### config.mk
export PLATFORM = sky130hd
export DESIGN_NAME = instruction_fetch_unit_flat
export DESIGN_NICKNAME = d
export VERILOG_FILES = /design/src/rtl/fetch_pkg.sv /design/src/rtl/fetch_if.sv /design/src/rtl/if_id_reg.sv /design/src/rtl/instruction_fetch_unit.sv /design/src/flat_wrapper.sv
export SDC_FILE = /design/constraint.sdc
export NUM_CORES = 1
export LEC_CHECK = 0
export ABC_AREA = 0
export CORE_ASPECT_RATIO = 0.75
export CORE_UTILIZATION = 51
export CTS_BUF_LIST = sky130_fd_sc_hd__clkbuf_4 sky130_fd_sc_hd__clkbuf_8
export CTS_CLUSTER_DIAMETER = 120
export DETAILED_ROUTE_END_ITERATION = 16
export PLACE_DENSITY = 0.95
export REMOVE_ABC_BUFFERS = 1
export SYNTH_ARGS = -nofsm -noshare
export SYNTH_HDL_FRONTEND = slang
export SYNTH_SLANG_ARGS = --single-unit
### constraint.sdc
create_clock -name clk -period 4.8 [get_ports clk]
set_input_delay 1.44 -clock clk [delete_from_list [all_inputs] [get_ports clk]]
set_output_delay 1.44 -clock clk [all_outputs]
set_load 0.02 [all_outputs]
### src/rtl/fetch_pkg.sv
// Shared types and widths for the instruction fetch stage.
package fetch_pkg;
  localparam int PC_W    = 32;
  localparam int INSTR_W = 32;
  localparam logic [INSTR_W-1:0] NOP_INSTR = 32'h0;

  typedef enum logic {
    RUN  = 1'b0,
    HALT = 1'b1
  } fetch_state_e;

  // Per-edge action applied to the IF/ID register.
  typedef enum logic [1:0] {
    IFID_HOLD   = 2'd0,
    IFID_LOAD   = 2'd1,
    IFID_BUBBLE = 2'd2
  } ifid_op_e;
endpackage

### src/rtl/fetch_if.sv
// Fetch-stage bus: control inputs, instruction memory port, IF/ID outputs, status.
// Handshake: none; stall is level backpressure sampled on every rising clk edge,
// and redirect is a single-cycle request that wins over stall.
interface fetch_if import fetch_pkg::*; ();
  logic               stall;
  logic               redirect;
  logic [PC_W-1:0]    redirect_target;
  logic [PC_W-1:0]    fetch_pc;
  logic [INSTR_W-1:0] fetch_instr;
  logic               id_valid;
  logic [INSTR_W-1:0] id_instr;
  logic [PC_W-1:0]    id_pc;
  logic [PC_W-1:0]    id_pc_plus4;
  logic               halted;
  logic               misaligned;
  fetch_state_e       state;

  modport slave (
    input  stall, redirect, redirect_target, fetch_instr,
    output fetch_pc, id_valid, id_instr, id_pc, id_pc_plus4, halted, misaligned, state
  );

  modport master (
    output stall, redirect, redirect_target, fetch_instr,
    input  fetch_pc, id_valid, id_instr, id_pc, id_pc_plus4, halted, misaligned, state
  );
endinterface

### src/rtl/if_id_reg.sv
// IF/ID pipeline register: load a fetched word, insert a bubble, or hold.
module if_id_reg
  import fetch_pkg::*;
(
    input  logic               clk,
    input  logic               rst_n,
    input  ifid_op_e           op,
    input  logic [INSTR_W-1:0] instr_in,
    input  logic [PC_W-1:0]    pc_in,
    output logic               valid,
    output logic [INSTR_W-1:0] instr,
    output logic [PC_W-1:0]    pc,
    output logic [PC_W-1:0]    pc_plus4
);

    always_ff @(posedge clk or negedge rst_n) begin
        if (!rst_n) begin
            valid    <= 1'b0;
            instr    <= NOP_INSTR;
            pc       <= '0;
            pc_plus4 <= '0;
        end else begin
            case (op)
                IFID_LOAD: begin
                    valid    <= 1'b1;
                    instr    <= instr_in;
                    pc       <= pc_in;
                    pc_plus4 <= pc_in + PC_W'(4);
                end
                // A bubble keeps the last pc fields; only valid/instr carry meaning.
                IFID_BUBBLE: begin
                    valid <= 1'b0;
                    instr <= NOP_INSTR;
                end
                default: ;
            endcase
        end
    end

endmodule

### src/rtl/instruction_fetch_unit.sv
// Fetch stage: owns the PC, selects the next PC, runs the RUN/HALT FSM, feeds IF/ID.
module instruction_fetch_unit
  import fetch_pkg::*;
#(
    parameter logic [PC_W-1:0] RESET_PC       = 32'h0000_0000,
    parameter int unsigned     INSTR_MEM_SIZE = 1024
) (
    input logic   clk,
    input logic   rst_n,
    fetch_if.slave bus
);

    fetch_state_e    state, state_next;
    logic [PC_W-1:0] pc, pc_next;
    logic            misaligned, misaligned_next;
    ifid_op_e        ifid_op;
    logic            oob;

    assign oob = ({2'b00, pc[PC_W-1:2]} >= PC_W'(INSTR_MEM_SIZE));

    always_ff @(posedge clk or negedge rst_n) begin
        if (!rst_n) begin
            state      <= RUN;
            pc         <= RESET_PC;
            misaligned <= 1'b0;
        end else begin
            state      <= state_next;
            pc         <= pc_next;
            misaligned <= misaligned_next;
        end
    end

    always_comb begin
        state_next      = state;
        pc_next         = pc;
        misaligned_next = misaligned;
        ifid_op         = IFID_HOLD;
        case (state)
            RUN: begin
                // Redirect squashes even a stalled decode slot: it holds a wrong-path word.
                if (bus.redirect) begin
                    pc_next = {bus.redirect_target[PC_W-1:2], 2'b00};
                    ifid_op = IFID_BUBBLE;
                    if (bus.redirect_target[1:0] != 2'b00) misaligned_next = 1'b1;
                end else if (oob) begin
                    state_next = HALT;
                    ifid_op    = bus.stall ? IFID_HOLD : IFID_BUBBLE;
                end else if (!bus.stall) begin
                    pc_next = pc + PC_W'(4);
                    ifid_op = IFID_LOAD;
                end
            end
            HALT: begin
                ifid_op = bus.stall ? IFID_HOLD : IFID_BUBBLE;
            end
            default: begin
                state_next = RUN;
            end
        endcase
    end

    if_id_reg u_if_id_reg (
        .clk      (clk),
        .rst_n    (rst_n),
        .op       (ifid_op),
        .instr_in (bus.fetch_instr),
        .pc_in    (pc),
        .valid    (bus.id_valid),
        .instr    (bus.id_instr),
        .pc       (bus.id_pc),
        .pc_plus4 (bus.id_pc_plus4)
    );

    assign bus.fetch_pc   = pc;
    assign bus.halted     = (state == HALT);
    assign bus.misaligned = misaligned;
    assign bus.state      = state;

endmodule

### src/flat_wrapper.sv
// flat-port wrapper written by rule: the top's interface ports become plain ports
module instruction_fetch_unit_flat import fetch_pkg::*;
#(
    parameter logic [PC_W-1:0] RESET_PC       = 32'h0000_0000,
    parameter int unsigned     INSTR_MEM_SIZE = 1024
)
  (clk, rst_n, bus_stall, bus_redirect, bus_redirect_target, bus_fetch_instr, bus_fetch_pc, bus_id_valid, bus_id_instr, bus_id_pc, bus_id_pc_plus4, bus_halted, bus_misaligned, bus_state);
  fetch_if bus_i ();
  input logic clk;
  input logic rst_n;
  input wire logic [$bits(bus_i.stall)-1:0] bus_stall;
  input wire logic [$bits(bus_i.redirect)-1:0] bus_redirect;
  input wire logic [$bits(bus_i.redirect_target)-1:0] bus_redirect_target;
  input wire logic [$bits(bus_i.fetch_instr)-1:0] bus_fetch_instr;
  output wire logic [$bits(bus_i.fetch_pc)-1:0] bus_fetch_pc;
  output wire logic [$bits(bus_i.id_valid)-1:0] bus_id_valid;
  output wire logic [$bits(bus_i.id_instr)-1:0] bus_id_instr;
  output wire logic [$bits(bus_i.id_pc)-1:0] bus_id_pc;
  output wire logic [$bits(bus_i.id_pc_plus4)-1:0] bus_id_pc_plus4;
  output wire logic [$bits(bus_i.halted)-1:0] bus_halted;
  output wire logic [$bits(bus_i.misaligned)-1:0] bus_misaligned;
  output wire logic [$bits(bus_i.state)-1:0] bus_state;
  assign bus_i.stall = bus_stall;
  assign bus_i.redirect = bus_redirect;
  assign bus_i.redirect_target = bus_redirect_target;
  assign bus_i.fetch_instr = bus_fetch_instr;
  assign bus_fetch_pc = bus_i.fetch_pc;
  assign bus_id_valid = bus_i.id_valid;
  assign bus_id_instr = bus_i.id_instr;
  assign bus_id_pc = bus_i.id_pc;
  assign bus_id_pc_plus4 = bus_i.id_pc_plus4;
  assign bus_halted = bus_i.halted;
  assign bus_misaligned = bus_i.misaligned;
  assign bus_state = bus_i.state;
  instruction_fetch_unit #(.RESET_PC(RESET_PC), .INSTR_MEM_SIZE(INSTR_MEM_SIZE)) u_core (.clk(clk), .rst_n(rst_n), .bus(bus_i));
endmodule
Word-level counts from Yosys, hierarchy flattened. Index checks and enable logic that the tools add are counted.

Magnitude comparators: 1. Reductions and logical operators: 4. Mux-type cells: 13. Eq/ne operators: 4. $add $sub $neg: 1. Bitwise gates (word level): 1.

Operators with widths (number): 32-bit 2-to-1 mux (3); 32-bit one-hot mux with 2 select lines (1); 32-bit by 3-bit adder with 32-bit output (second input constant) (1); 30-bit by 11-bit >= comparator with 1-bit output (second input constant) (1); 2-bit 2-to-1 mux (3); 3-bit AND reduction (2); 1-bit 2-to-1 mux (4); 2-bit one-hot mux with 2 select lines (1); 2-bit nonzero test (2); 2-bit by 1-bit == test with 1-bit output (second input constant) (1); 2-bit == test (second input constant) (1); 2-bit by 1-bit inequality test with 1-bit output (second input constant) (1); 2-bit inequality test (second input constant) (1); 1-bit one-hot mux with 2 select lines (1); 1-bit NOT (1).

Output and inout port bits: 132. Logic and storage cells: 31. Bits in registers: 131.

Logic depth before layout (Yosys ltp).
Depth in word-level cells: 6. Mapped depth: 11. Mapped depth without buffers: 8.

By module. Synthesis repeated with hierarchy kept, for this count alone.

Cells, all modules: 606. Area total of the unflattened synthesis: 6060.8 um^2.

By module, submodules not included: if_id_reg (instances 1, cells each 401, area each 4270.3 um^2, sequential area each 2377.3 um^2); instruction_fetch_unit (instances 1, cells each 205, area each 1790.5 um^2, sequential area each 800.8 um^2).

Least setup slack after synthesis. OpenSTA, ideal clock, no wires.

Kind: input-to-reg. Start: in bus_stall. End: reg u_core.u_if_id_reg.pc[10]. Stages on the path: 7. Arrival: 3.230 ns. Data required time: 4.675 ns. Path slack: 1.446 ns. Cells stage by stage: nor4_1 nand4_2 nor3_4 ha_1 clkbuf_8 clkbuf_1 mux2_2.

Word-level cells in the longest chain between the ends: 5. Elaborated cells on any way between the ends: 6. Those cells by class: 1 x eq/ne; 5 x mux.

Ends and longest elaborated chain: start: declaration (RTL line flat_wrapper.sv:11) `input wire logic [$bits(bus_i.stall)-1:0] bus_stall;`; 1-bit 2-to-1 mux or 2-bit 2-to-1 mux (tied branches) (RTL line instruction_fetch_unit.sv:48, instruction_fetch_unit.sv:47, instruction_fetch_unit.sv:54); 2-bit 2-to-1 mux (RTL line instruction_fetch_unit.sv:45) `end else if (oob) begin`; 2-bit 2-to-1 mux (RTL line instruction_fetch_unit.sv:41) `if (bus.redirect) begin`; 2-bit one-hot mux with 2 select lines * (RTL line instruction_fetch_unit.sv:38) `case (state)`; 2-bit by 1-bit == test with 1-bit output * (RTL line if_id_reg.sv:23) `case (op)`; end signal: assignment (RTL line if_id_reg.sv:27) `pc <= pc_in;`; end: declaration (RTL line if_id_reg.sv:12) `output logic [PC_W-1:0] pc,`.

Mark *: on every way between the ends. The rest lies on a longest branch, timed or not. A chain may end at the register's enable or synchronous reset.

Worst setup path in the final report.
Start: in bus_stall. End: reg u_core.u_if_id_reg.pc[20].

The elaborated chain is that of the path after synthesis.

==> flow_results.org <==
** Outcome
- The flow ran to the end, and the final reports show no timing, DRC or antenna violations.

** Logic synthesis
- Most common cell in the netlist :: sky130_fd_sc_hd__dfrtp_1
- Syn Inst Count :: approximately 610
- For this run, asynchronously set or reset flops after synthesis account for 100%.
- Ranked by instance count, the synthesized netlist is headed by sky130_fd_sc_hd__dfrtp_1 (125), sky130_fd_sc_hd__nand2_1 (67), sky130_fd_sc_hd__nor2_1 (42).
- By area the synthesized netlist is led by sky130_fd_sc_hd__dfrtp_1 (52%), sky130_fd_sc_hd__mux2_2 (5.6%), sky130_fd_sc_hd__nand2_1 (4.1%), sky130_fd_sc_hd__nand2b_1 (4.0%), sky130_fd_sc_hd__o21ai_0 (3.4%).
- Synth unique cells :: 56
- Total of flip-flops plus latches after synthesis :: ~130
- Top-area cell type share of the netlist area :: about half
- Synth Flop Type :: sky130_fd_sc_hd__dfrtp_1
- The mapped netlist covers approximately 6100 um^2.
- Dividing the synthesized area by the synthesized cell count gives between 9 and 10 um^2.
- The synthesized design contains 0 enable-type register cells.
- Number of warnings printed during yosys synthesis :: 0
- Summed over all instances, the cell type with the most area after synthesis is sky130_fd_sc_hd__dfrtp_1.
- Sequential-to-total area share from yosys stat :: around half

** Timing
- Max-Slew Margin vs Limit :: 32.8%
- Total negative slack for setup checks :: 0 ns
- Max Transition Viols Final :: 0
- Fin crit period :: 3.73 ns
- The tightest hold path in the finished design has a slack of between 0.4 and 0.5 ns.
- Final setup violation count :: 0
- Period Utilization, post-route :: 77.8%
- The count of final hold-check violations is 0.
- Clock Skew :: approximately 0.015 ns
- RSZ-0062 raised after global routing :: no
- At the pin with the least slew margin, the transition time is 1.01 ns.
- Top achievable clock speed :: roughly 270 MHz
- Worst setup margin :: ~1.1 ns

** Power
- Power per standard cell area :: about 290 nW/um^2
- In this run, the clock network consumes about a third of the power.
- Psw :: about 0.67 mW
- Power share of the combinational group :: 15.7%
- Cell internal power was estimated by the tool at approximately 1.7 mW.
- Reported leakage power :: roughly 3.5 nW
- Worst IR drop on VDD :: ~0.20 mV
- In this run, flip-flops and latches consume 49.2% of the power.
- Share of total power consumed by net switching :: between 20% and 30%

** Routing
- Final wirelength :: 17.0 mm
- Dividing the detail-routed wire length by the instance count gives around 18 um.
- After detailed routing, the number of vias per cell comes to ~5.7.
- Via Count :: approximately 5,400
- For this run, the detailed router's first-pass iteration total came to 5.
- The detailed router finished its first iteration with between 400 and 500 violations.
- Antenna-violating nets left :: 0
- Number of remaining DRC errors :: 0

** Worst hold path
- Worst min path class :: flop to flop

** Finish
- Cells with a size suffix above 1 make up about 10% of the layout.
- Diode insertion count for antenna repair :: 0
- Compared with the post-synthesis result, the final layout area differs by 37.9%.
- Final Cell Area :: 8360 um^2
- Counting the fill cells in the layout gives 840.
- Final-stage net count :: 852
- Once layout is complete, the cells apart from fillers number 950.

** Clock tree
- Number of setup buffers added after CTS :: 0
- For this design, the sink count on the clock tree is 125.
- TritonCTS built the clock tree.
- The later pin in the worst-skew pair is clocked with a latency of ~0.44 ns.
- Number of H-tree levels :: 4
- CTS clk-pin slew, worst paths :: 0.07 ns
- Number of resized instances in the post-cts repair step :: 0
- In this run, CTS created clock tree buffers numbering 17.
- Maximum number of buffers from clock root to sink :: 2
- Clock tree root driver cell :: sky130_fd_sc_hd__clkbuf_8
- Buffers inserted to repair hold after CTS numbered 0.

** Die
- After floorplanning, the core was sized to cover ~12,000 um^2.
- Ports :: 200
- Die width :: between 100 and 150 um
- Die ar. :: ~12,000 um^2
- The initial utilization of the core area, before any placement, comes to between 50% and 60%.
- From bottom edge to top edge, the die measures a little under 100 um.
- Core Rows :: 34

** Global route
- Entering global routing, the biggest net connects ~110 pins.
- Global routing usage summed across all routing layers :: 28.5%
- Number of global-route vias before repair :: 5,240
- Global-route wire length before repair :: 26.8 mm
- Grt ovf :: 0
- The initial antenna violation count is 0.

** Setup path
- Worst path arrival time :: approximately 4 ns
- Kind of start point of the critical path :: primary input
- Worst Path Class, Setup :: primary input to flop
- Worst EP required :: 5.12 ns
- Top fanout value on the critical path :: 35
- STA classifies the critical path endpoint as a flop.

** Placement
- After legalization and detailed placement, the total HPWL measured between 10 and 15 mm.
- Routability-driven placement finished with a final weighted congestion of 0.888.
- Instance count after placement with tap cells included :: just over 900
- After detailed placement, the total cell area comes to approximately 8000 um^2.
- Number of port buffers :: between 150 and 200
- Prior to clock tree synthesis, the placed netlist has a worst setup slack of ~0.64 ns.

** Run
- Maxcap violations :: 0
[worst max-delay path, stage by stage]
cell and delay (ns):
sky130_fd_sc_hd__clkdlybuf4s50_1 0.44, sky130_fd_sc_hd__nor4_1 0.26, sky130_fd_sc_hd__nand4_2 0.13, sky130_fd_sc_hd__buf_4 0.22, sky130_fd_sc_hd__nor3_4 0.33, sky130_fd_sc_hd__ha_4 0.49, sky130_fd_sc_hd__buf_4 0.36, sky130_fd_sc_hd__mux2_2 0.38
[placed cells by master (no fill, tap or decap), types with 3 or more instances in the layout]
cell and n:
sky130_fd_sc_hd__clkdlybuf4s50_1 192, sky130_fd_sc_hd__dfrtp_1 125, sky130_fd_sc_hd__nand2_1 67, sky130_fd_sc_hd__nor2_1 42
sky130_fd_sc_hd__o21ai_0 41, sky130_fd_sc_hd__nand2b_1 39, sky130_fd_sc_hd__mux2_2 30, sky130_fd_sc_hd__clkbuf_8 20
sky130_fd_sc_hd__inv_1 19, sky130_fd_sc_hd__nand3_1 15, sky130_fd_sc_hd__a21oi_1 15, sky130_fd_sc_hd__nor4_1 13
sky130_fd_sc_hd__nand4_1 12, sky130_fd_sc_hd__or4_1 12, sky130_fd_sc_hd__mux2i_1 11, sky130_fd_sc_hd__a31oi_1 10
sky130_fd_sc_hd__o22ai_1 9, sky130_fd_sc_hd__nor3_1 8, sky130_fd_sc_hd__or3_1 8, sky130_fd_sc_hd__o31ai_1 8
sky130_fd_sc_hd__xor2_1 7, sky130_fd_sc_hd__buf_4 7, sky130_fd_sc_hd__xnor2_1 6, sky130_fd_sc_hd__o31a_1 6
sky130_fd_sc_hd__a211oi_1 6, sky130_fd_sc_hd__conb_1 6, sky130_fd_sc_hd__and3_1 5, sky130_fd_sc_hd__clkinv_2 5
sky130_fd_sc_hd__ha_1 4, sky130_fd_sc_hd__and4_1 3, sky130_fd_sc_hd__o311ai_0 3, sky130_fd_sc_hd__nor3b_1 3
sky130_fd_sc_hd__o311a_1 3
[sequential cells by signal, summed over array words and instances, names as in the netlist]
signal                       cells
u_core.bus.misaligned            1
u_core.u_if_id_reg.pc_plus4     30
u_core.u_if_id_reg.valid         1
u_core.u_if_id_reg.pc           30
u_core.bus.fetch_pc             30
u_core.bus.halted                1
u_core.u_if_id_reg.instr        32
[metal layers]
metal	share of wire [%]	wire (um)	track usage, %	vias up
met5	0	0	0	-
met4	2.2	367	12.7	0
met3	11	1830	10.4	40
met2	47	7920	44.3	290
met1	41	6890	36.1	2608
li1	-	-	-	2471
[through the flow]
| step | util, % | total power [mW] |
|---|---|---|
| after global routing | 72.3 | 2.48 |
| after floorplan | - | 1.34 |
| after CTS | 72.3 | 2.39 |
| final | 72.3 | 2.39 |
| after detailed placement | 69.3 | 1.56 |
| after global placement | 69.3 | 1.55 |
[kinds of logic (layout without fill, tap and decap cells)]
family,count (synthesis),count (layout),share of synthesized area (%)
flops,125,125,51.6
compound gates,112,112,11.6
xor+xnor,13,13,1.88
other cells,1,6,0.0618
buf+inv,75,249,5.98
simple gates,237,237,20.5
mux,41,41,7.38
fa+ha+maj,5,5,1.03
[power by group through the flow]
| stage | Clock (mW) | Combinational, mW | Sequential (mW) |
|---|---|---|---|
| finish | 0.838 | 0.374 | 1.17 |
| global placement | 0 | 0.363 | 1.19 |
| global route | 0.893 | 0.406 | 1.18 |
| floorplan | 0 | 0.110 | 1.23 |
| CTS | 0.847 | 0.376 | 1.17 |
| detailed placement | 0 | 0.374 | 1.19 |
[path summary, 6_finish.rpt]
kind	cells past startpoint	slack (ns)	to	from
min in group asynchronous	1	1.15	u_core.bus.fetch_pc[20]	rst_n
max in group asynchronous	2	2.85	u_core.u_if_id_reg.pc_plus4[14]	rst_n
worst max register to register	6	1.55	u_core.u_if_id_reg.pc[20]	u_core.bus.fetch_pc[13]
worst min register to register	2	0.49	u_core.u_if_id_reg.valid	u_core.u_if_id_reg.valid
worst max-delay path	8	1.07	u_core.u_if_id_reg.pc[20]	bus_stall
worst min-delay path	2	0.49	u_core.u_if_id_reg.valid	u_core.u_if_id_reg.valid
[layout make-up]
cell class	count	area [um^2]	area share [%]
flip-flops and latches	125	3130	37.4
multi-input cells	414	2610	31.2
repair buffers	201	2010	24.0
clock buffers	20	275	3.29
well taps	162	203	2.42
inverters	20	75.1	0.898
clock inverters	8	70.1	0.838
No activity file was read; power rests on OpenSTA's default activity.
